==> src/rtl/sp_mem_ctrl.sv <==
// sp_mem_ctrl: buffers read/write requests in a small FIFO and sequences each one
// onto single-port RAM strobes, returning read data on a valid/ready response port.
module sp_mem_ctrl #(
  parameter int WIDTH      = 8,
  parameter int ADDR_W     = 8,
  parameter int RAM_DEPTH  = 16,
  parameter int FIFO_DEPTH = 4,
  parameter int RD_LAT     = 1
) (
  input  logic              clk,
  input  logic              rst_n,
  input  logic              req_valid,
  output logic              req_ready,
  input  logic              req_we,
  input  logic [ADDR_W-1:0] req_addr,
  input  logic [WIDTH-1:0]  req_wdata,
  output logic              rsp_valid,
  input  logic              rsp_ready,
  output logic [WIDTH-1:0]  rsp_rdata,
  output logic              rsp_err,
  output logic              mem_cs,
  output logic              mem_we,
  output logic              mem_oe,
  output logic [ADDR_W-1:0] mem_addr,
  output logic [WIDTH-1:0]  mem_data,
  input  logic [WIDTH-1:0]  mem_data_out,
  output logic              busy
);
  localparam int PTR_W = $clog2(FIFO_DEPTH);
  localparam int CNT_W = $clog2(FIFO_DEPTH + 1);
  localparam int LAT_W = (RD_LAT > 1) ? $clog2(RD_LAT) : 1;
  localparam int ENT_W = 1 + ADDR_W + WIDTH;
  localparam logic [ADDR_W:0] DEPTH_LIM = (ADDR_W + 1)'(RAM_DEPTH);
  localparam logic [CNT_W-1:0] FULL_CNT = CNT_W'(FIFO_DEPTH);

  typedef enum logic [1:0] {S_IDLE, S_ACCESS, S_WAIT, S_RESP} state_t;

  state_t                   state_q, state_d;
  logic [ENT_W-1:0]         fifo_mem [FIFO_DEPTH];
  logic [PTR_W-1:0]         wr_ptr_q, wr_ptr_d, rd_ptr_q, rd_ptr_d;
  logic [CNT_W-1:0]         count_q, count_d;
  logic [LAT_W-1:0]         wait_cnt_q, wait_cnt_d;
  logic                     acc_we_q, acc_we_d, acc_ok_q, acc_ok_d;
  logic                     mem_cs_q, mem_cs_d, mem_we_q, mem_we_d, mem_oe_q, mem_oe_d;
  logic [ADDR_W-1:0]        mem_addr_q, mem_addr_d;
  logic [WIDTH-1:0]         mem_data_q, mem_data_d;
  logic                     rsp_valid_q, rsp_valid_d, rsp_err_q, rsp_err_d;
  logic [WIDTH-1:0]         rsp_rdata_q, rsp_rdata_d;
  logic                     head_we, head_ok, fifo_empty, push, pop;
  logic [ADDR_W-1:0]        head_addr;
  logic [WIDTH-1:0]         head_wdata;

  assign fifo_empty = (count_q == '0);
  assign req_ready  = (count_q != FULL_CNT);
  assign push       = req_valid && req_ready;
  assign {head_we, head_addr, head_wdata} = fifo_mem[rd_ptr_q];
  assign head_ok    = ({1'b0, head_addr} < DEPTH_LIM);
  assign busy       = !fifo_empty || (state_q != S_IDLE);

  assign mem_cs    = mem_cs_q;
  assign mem_we    = mem_we_q;
  assign mem_oe    = mem_oe_q;
  assign mem_addr  = mem_addr_q;
  assign mem_data  = mem_data_q;
  assign rsp_valid = rsp_valid_q;
  assign rsp_rdata = rsp_rdata_q;
  assign rsp_err   = rsp_err_q;

  // FIFO storage carries no reset; only pointers and count are cleared.
  always_ff @(posedge clk) begin
    if (push) fifo_mem[wr_ptr_q] <= {req_we, req_addr, req_wdata};
  end

  always_ff @(posedge clk or negedge rst_n) begin
    if (!rst_n) begin
      state_q     <= S_IDLE;
      wr_ptr_q    <= '0;
      rd_ptr_q    <= '0;
      count_q     <= '0;
      wait_cnt_q  <= '0;
      acc_we_q    <= 1'b0;
      acc_ok_q    <= 1'b0;
      mem_cs_q    <= 1'b0;
      mem_we_q    <= 1'b0;
      mem_oe_q    <= 1'b0;
      mem_addr_q  <= '0;
      mem_data_q  <= '0;
      rsp_valid_q <= 1'b0;
      rsp_err_q   <= 1'b0;
      rsp_rdata_q <= '0;
    end else begin
      state_q     <= state_d;
      wr_ptr_q    <= wr_ptr_d;
      rd_ptr_q    <= rd_ptr_d;
      count_q     <= count_d;
      wait_cnt_q  <= wait_cnt_d;
      acc_we_q    <= acc_we_d;
      acc_ok_q    <= acc_ok_d;
      mem_cs_q    <= mem_cs_d;
      mem_we_q    <= mem_we_d;
      mem_oe_q    <= mem_oe_d;
      mem_addr_q  <= mem_addr_d;
      mem_data_q  <= mem_data_d;
      rsp_valid_q <= rsp_valid_d;
      rsp_err_q   <= rsp_err_d;
      rsp_rdata_q <= rsp_rdata_d;
    end
  end

  always_comb begin
    state_d = state_q;
    case (state_q)
      S_IDLE:   if (!fifo_empty) state_d = S_ACCESS;
      S_ACCESS: if (acc_we_q) state_d = S_IDLE;
                else if (acc_ok_q) state_d = S_WAIT;
                else state_d = S_RESP;
      S_WAIT:   if (wait_cnt_q == '0) state_d = S_RESP;
      S_RESP:   if (rsp_ready) state_d = S_IDLE;
      default:  state_d = S_IDLE;
    endcase
  end

  always_comb begin
    wr_ptr_d    = wr_ptr_q;
    rd_ptr_d    = rd_ptr_q;
    count_d     = count_q;
    wait_cnt_d  = wait_cnt_q;
    acc_we_d    = acc_we_q;
    acc_ok_d    = acc_ok_q;
    mem_cs_d    = mem_cs_q;
    mem_we_d    = mem_we_q;
    mem_oe_d    = mem_oe_q;
    mem_addr_d  = mem_addr_q;
    mem_data_d  = mem_data_q;
    rsp_valid_d = rsp_valid_q;
    rsp_err_d   = rsp_err_q;
    rsp_rdata_d = rsp_rdata_q;
    pop         = 1'b0;
    case (state_q)
      S_IDLE: begin
        if (!fifo_empty) begin
          pop        = 1'b1;
          acc_we_d   = head_we;
          acc_ok_d   = head_ok;
          mem_addr_d = head_addr;
          mem_data_d = head_wdata;
          mem_cs_d   = head_ok;
          mem_we_d   = head_ok && head_we;
          mem_oe_d   = head_ok && !head_we;
        end
      end
      S_ACCESS: begin
        if (acc_we_q) begin
          mem_cs_d = 1'b0;
          mem_we_d = 1'b0;
        end else if (acc_ok_q) begin
          wait_cnt_d = LAT_W'(RD_LAT - 1);
          // Strobes cover exactly RD_LAT sampling edges, then the RAM holds its output.
          if (RD_LAT == 1) begin
            mem_cs_d = 1'b0;
            mem_oe_d = 1'b0;
          end
        end else begin
          rsp_rdata_d = '0;
          rsp_err_d   = 1'b1;
          rsp_valid_d = 1'b1;
        end
      end
      S_WAIT: begin
        if (wait_cnt_q == '0) begin
          rsp_rdata_d = mem_data_out;
          rsp_err_d   = 1'b0;
          rsp_valid_d = 1'b1;
        end else begin
          wait_cnt_d = wait_cnt_q - 1'b1;
          if (wait_cnt_q == LAT_W'(1)) begin
            mem_cs_d = 1'b0;
            mem_oe_d = 1'b0;
          end
        end
      end
      S_RESP: if (rsp_ready) rsp_valid_d = 1'b0;
      default: ;
    endcase
    if (push) wr_ptr_d = wr_ptr_q + 1'b1;
    if (pop) rd_ptr_d = rd_ptr_q + 1'b1;
    case ({push, pop})
      2'b10:   count_d = count_q + 1'b1;
      2'b01:   count_d = count_q - 1'b1;
      default: ;
    endcase
  end
endmodule

==> config.mk <==
export PLATFORM = sky130hd
export DESIGN_NAME = sp_mem_ctrl
export DESIGN_NICKNAME = d
export VERILOG_FILES = /design/src/rtl/sp_mem_ctrl.sv
export SDC_FILE = /design/constraint.sdc
export NUM_CORES = 1
export LEC_CHECK = 0
export ABC_CLOCK_PERIOD_IN_PS = 5000
export BUFFER_PORTS_ARGS = -buffer_cell sky130_fd_sc_hd__clkbuf_2
export CORE_MARGIN = 4
export CORE_UTILIZATION = 53
export CTS_BUF_LIST = sky130_fd_sc_hd__clkbuf_8
export DETAILED_ROUTE_END_ITERATION = 12
export HOLD_SLACK_MARGIN = 0.03
export PLACE_DENSITY = 0.74
export SLEW_MARGIN = 20
export SYNTH_ARGS = -nofsm -noshare
export SYNTH_HDL_FRONTEND = slang
export SYNTH_SLANG_ARGS = --single-unit
export TNS_END_PERCENT = 100
==> constraint.sdc <==
create_clock -name clk -period 5 [get_ports clk]
set_input_delay 0.5 -clock clk [delete_from_list [all_inputs] [get_ports clk]]
set_output_delay 0.5 -clock clk [all_outputs]
set_load 0.03 [all_outputs]
==> impl_metrics.py <==
metrics = {
    "pwr": {
        "worst_ir_drop_vdd_v": 0.0003313,
        "seqPwrFrac_pct": 46.5,
        "power_density_nw_per_um2": 619.1,
        "p_leak_nw": 2.097,
        "internal_power_of_the_cells_mw": 1.859,
        "clk_network_pwr_share_pct": 16.1,
        "power_switching_mw": 1.211,
        "power_switching_share_pct": 39.46,
        "power.combinational.fraction_pct": 37.4,
        "total_power_mw": 3.070,
    },
    "grt": {
        "grt_usage_pct": 16.52,
        "vias_in_the_first_global_route": 2428,
        "wire_length_of_the_first_global_routing_pass_mm": 12.44,
        "grt_antenna_before_repair": 0,
        "gr-total-overflow": 0,
        "grt_start_max_net_pins": 41,
    },
    "cts": {
        "cts.root.buffer_cell": "sky130_fd_sc_hd__clkbuf_8",
        "cts_setup_buffers": 0,
        "cts_tree": "built",
        "worst_skew_pair.late_latency_ns": 0.37,
        "cts_buffer_depth": 2,
        "cts_buffers": 9,
        "htree_num_levels": 3,
        "holdBufCountCts": 0,
        "cts_repair_resize_count": 0,
        "numClockSinks": 108,
        "cts.clk_slew.worst_paths_ns": 0.11,
    },
    "setup_path": {
        "worstPathBufferInverterCount": 2,
        "worst_path_max_delay_cell": "sky130_fd_sc_hd__o31ai_4",
        "critical_path_peak_fanout": 21,
        "worstPathCellList": "o31ai_4, inv_1, ha_1, inv_1, fa_1, xor2_1, nor2_1, xor2_1",
        "worst_path_dominant_cell_family": "compound AO/OA/AOI/OAI gates",
        "worst-path-stages": 8,
        "crit_type": "reg2reg",
        "worst_path_largest_cell_delay_ns": 0.79,
        "worst-r2r-setup-slack_ns": 2.11,
        "critical_path.endpoint_type": "flop",
        "worstPathArrival_ns": 3.14,
        "r2r-start": "count_q[1]",
        "rr_worst_depth": 8,
        "worstSetupStartpointType": "flop",
        "worst-endpoint-required_ns": 5.24,
        "timing.rr.end": "count_q[2]",
    },
    "die": {
        "floorplan.die.height_um": 98.82,
        "core_region_area_um2": 7888,
        "design.die.area_um2": 9765,
        "chipWidth_um": 98.82,
        "start_util_pct": 55.43,
        "number_of_cell_rows": 32,
        "design.portCount": 60,
    },
    "synthesis": {
        "post_synthesis_sequential_area_ratio_pct": 69.61,
        "asyncSetResetFlopFracSynth_pct": 37.04,
        "synth.cell_area_um2": 4372,
        "synthesis.area_per_instance_um2": 15.96,
        "synth_nets": 315,
        "warnings_from_yosys": 0,
        "synth_cell_type_count": 40,
        "synth_seq_cells": 108,
        "postSynth.topFlopCell": "sky130_fd_sc_hd__edfxtp_1",
        "synth-edff-count": 68,
        "synth_cells": 274,
    },
    "route": {
        "routed_wl_mm": 7.653,
        "routed_via_density": 5.400,
        "wire_per_inst_um": 17.31,
        "dr_total_vias": 2387,
        "drt_iter0_drc": 103,
        "antenna_violating_nets_post_route": 0,
        "firstDrtPassIters": 4,
        "post-route-drc-count": 0,
    },
    "timing": {
        "timing.max_slew.rel_slack_pct": 35.31,
        "finalHoldViolations": 0,
        "setup_viol": 0,
        "timing.final.ws_setup_ns": 2.107,
        "max_slew.worst_pin.slew_ns": 0.9704,
        "maxSlewViolCount": 0,
        "final.setup.tns_ns": 0,
        "grt_setup_unrepaired": "false",
        "worst_hold_slack_ns": 0.2357,
        "final.period_utilization_pct": 57.85,
        "max_freq_mhz": 345.7,
        "timing.clock.skew_ns": 0.01699,
        "period_needed_ns": 2.893,
    },
    "placed_design": {
        "dpl_worst_slack_ns": 2.088,
        "port_buffer_cells": 59,
        "globalplace.congestion": 0.8648,
        "place.detailed.hpwl_mm": 5.096,
    },
    "finish": {
        "antenna_cells": 0,
        "fraction_of_final_layout_cells_with_drive_strength_greater_than_1_pct": 30.59,
        "leading_cell_type_in_the_layout_fill_and_taps_excluded": "sky130_fd_sc_hd__edfxtp_1",
        "final_core_utilization_pct": 62.86,
        "most-common-layout-cells": "sky130_fd_sc_hd__edfxtp_1 (68), sky130_fd_sc_hd__clkbuf_2 (58), sky130_fd_sc_hd__nand2_1 (53)",
        "design.final.nets": 376,
        "area_growth_pct": 13.42,
    },
    "worst_hold_path": {
        "tightest_hold_check_type": "in2async",
    },
    "run": {
        "cap_viol_max_count": 0,
    },
    "status": {
        "status": "finished clean",
    },
}
==> final cells by class <==
| type | count | area (µm²) |
|---|---|---|
| Sequential cell | 108 | 3044 |
| Fill cell | 587 | 2929 |
| Multi-Input combinational cell | 141 | 1240 |
| Timing Repair Buffer | 61 | 310.3 |
| Tap cell | 102 | 127.6 |
| Clock buffer | 9 | 123.9 |
| Clock inverter | 7 | 60.06 |
| Inverter | 14 | 52.55 |
==> stage by stage <==
| step | cells | area, µm² |
|---|---|---|
| floorplan | 274 | 4372 |
| global placement | 426 | 4773 |
| CTS | 442 | 4957 |
| detailed placement | 426 | 4773 |
| finish | 442 | 4959 |
| global route | 442 | 4959 |
==> logic make-up (layout without fill, tap and decap cells) <==
logic type / after synthesis / count (layout) / share of synthesized area [%]
and+or+nand+nor: 79 / 79 / 8.472
buffers and inverters: 25 / 91 / 2.347
AOI/OAI and AO/OA: 23 / 23 / 4.637
muxes: 21 / 21 / 10.13
xor gates and xnor gates: 6 / 6 / 1.202
adders and majority gates: 12 / 12 / 3.606
DFF: 108 / 108 / 69.61
==> synthesized netlist by cell type, types with 3 or more instances <==
| library cell | n | area, µm² |
|---|---|---|
| sky130_fd_sc_hd__mux4_1 | 5 | 131.4 |
| sky130_fd_sc_hd__nand4_1 | 8 | 50.05 |
| sky130_fd_sc_hd__inv_1 | 14 | 52.55 |
| sky130_fd_sc_hd__mux2i_1 | 3 | 30.03 |
| sky130_fd_sc_hd__clkbuf_1 | 8 | 30.03 |
| sky130_fd_sc_hd__dfrtp_1 | 40 | 1001 |
| sky130_fd_sc_hd__nand2_1 | 53 | 198.9 |
| sky130_fd_sc_hd__edfxtp_1 | 68 | 2042 |
| sky130_fd_sc_hd__ha_1 | 11 | 137.6 |
| sky130_fd_sc_hd__o21ai_0 | 6 | 30.03 |
| sky130_fd_sc_hd__xnor2_1 | 4 | 35.03 |
| sky130_fd_sc_hd__a21bo_2 | 8 | 80.08 |
| sky130_fd_sc_hd__mux4_2 | 12 | 270.3 |
| sky130_fd_sc_hd__and3_1 | 4 | 25.02 |
==> sequential cells by signal (all words and copies together) (netlist names), named ones only <==
register	cells
mem_addr	8
rsp_rdata	8
state_q	1
rsp_err	1
wr_ptr_q	2
mem_oe	1
mem_we	1
count_q	3
mem_data	8
fifo_mem	68
acc_ok_q	1
acc_we_q	1
rd_ptr_q	2
rsp_valid	1
mem_cs	1
==> power groups by stage <==
stage	registers (mW)	clock network, mW	logic (mW)
3_3_place_gp	1.44	0	1.14
6_report	1.43	0.496	1.15
5_1_grt	1.46	0.540	1.27
4_1_cts	1.43	0.505	1.17
3_5_place_dp	1.45	0	1.16
2_1_floorplan	1.52	0	0.744
==> metal layers <==
metal	global-route usage (%)	up-vias	routed length [µm]
li1	-	1135	-
met1	22.40	1178	3358
met2	26.50	63	3742
met3	3.114	11	426
met4	6.828	0	125
met5	0	-	0
==> how the worst max path moves through the flow <==
stage	from	endpoint	slack, ns
detailed placement	count_q[1]	count_q[1]	2.09
CTS	count_q[1]	count_q[2]	2.05
finish	count_q[1]	count_q[2]	2.11
global route	count_q[1]	count_q[2]	1.84
floorplan	count_q[1]	count_q[2]	2.70
global placement	count_q[1]	count_q[2]	2.20
(Power assumes the default switching activity.)
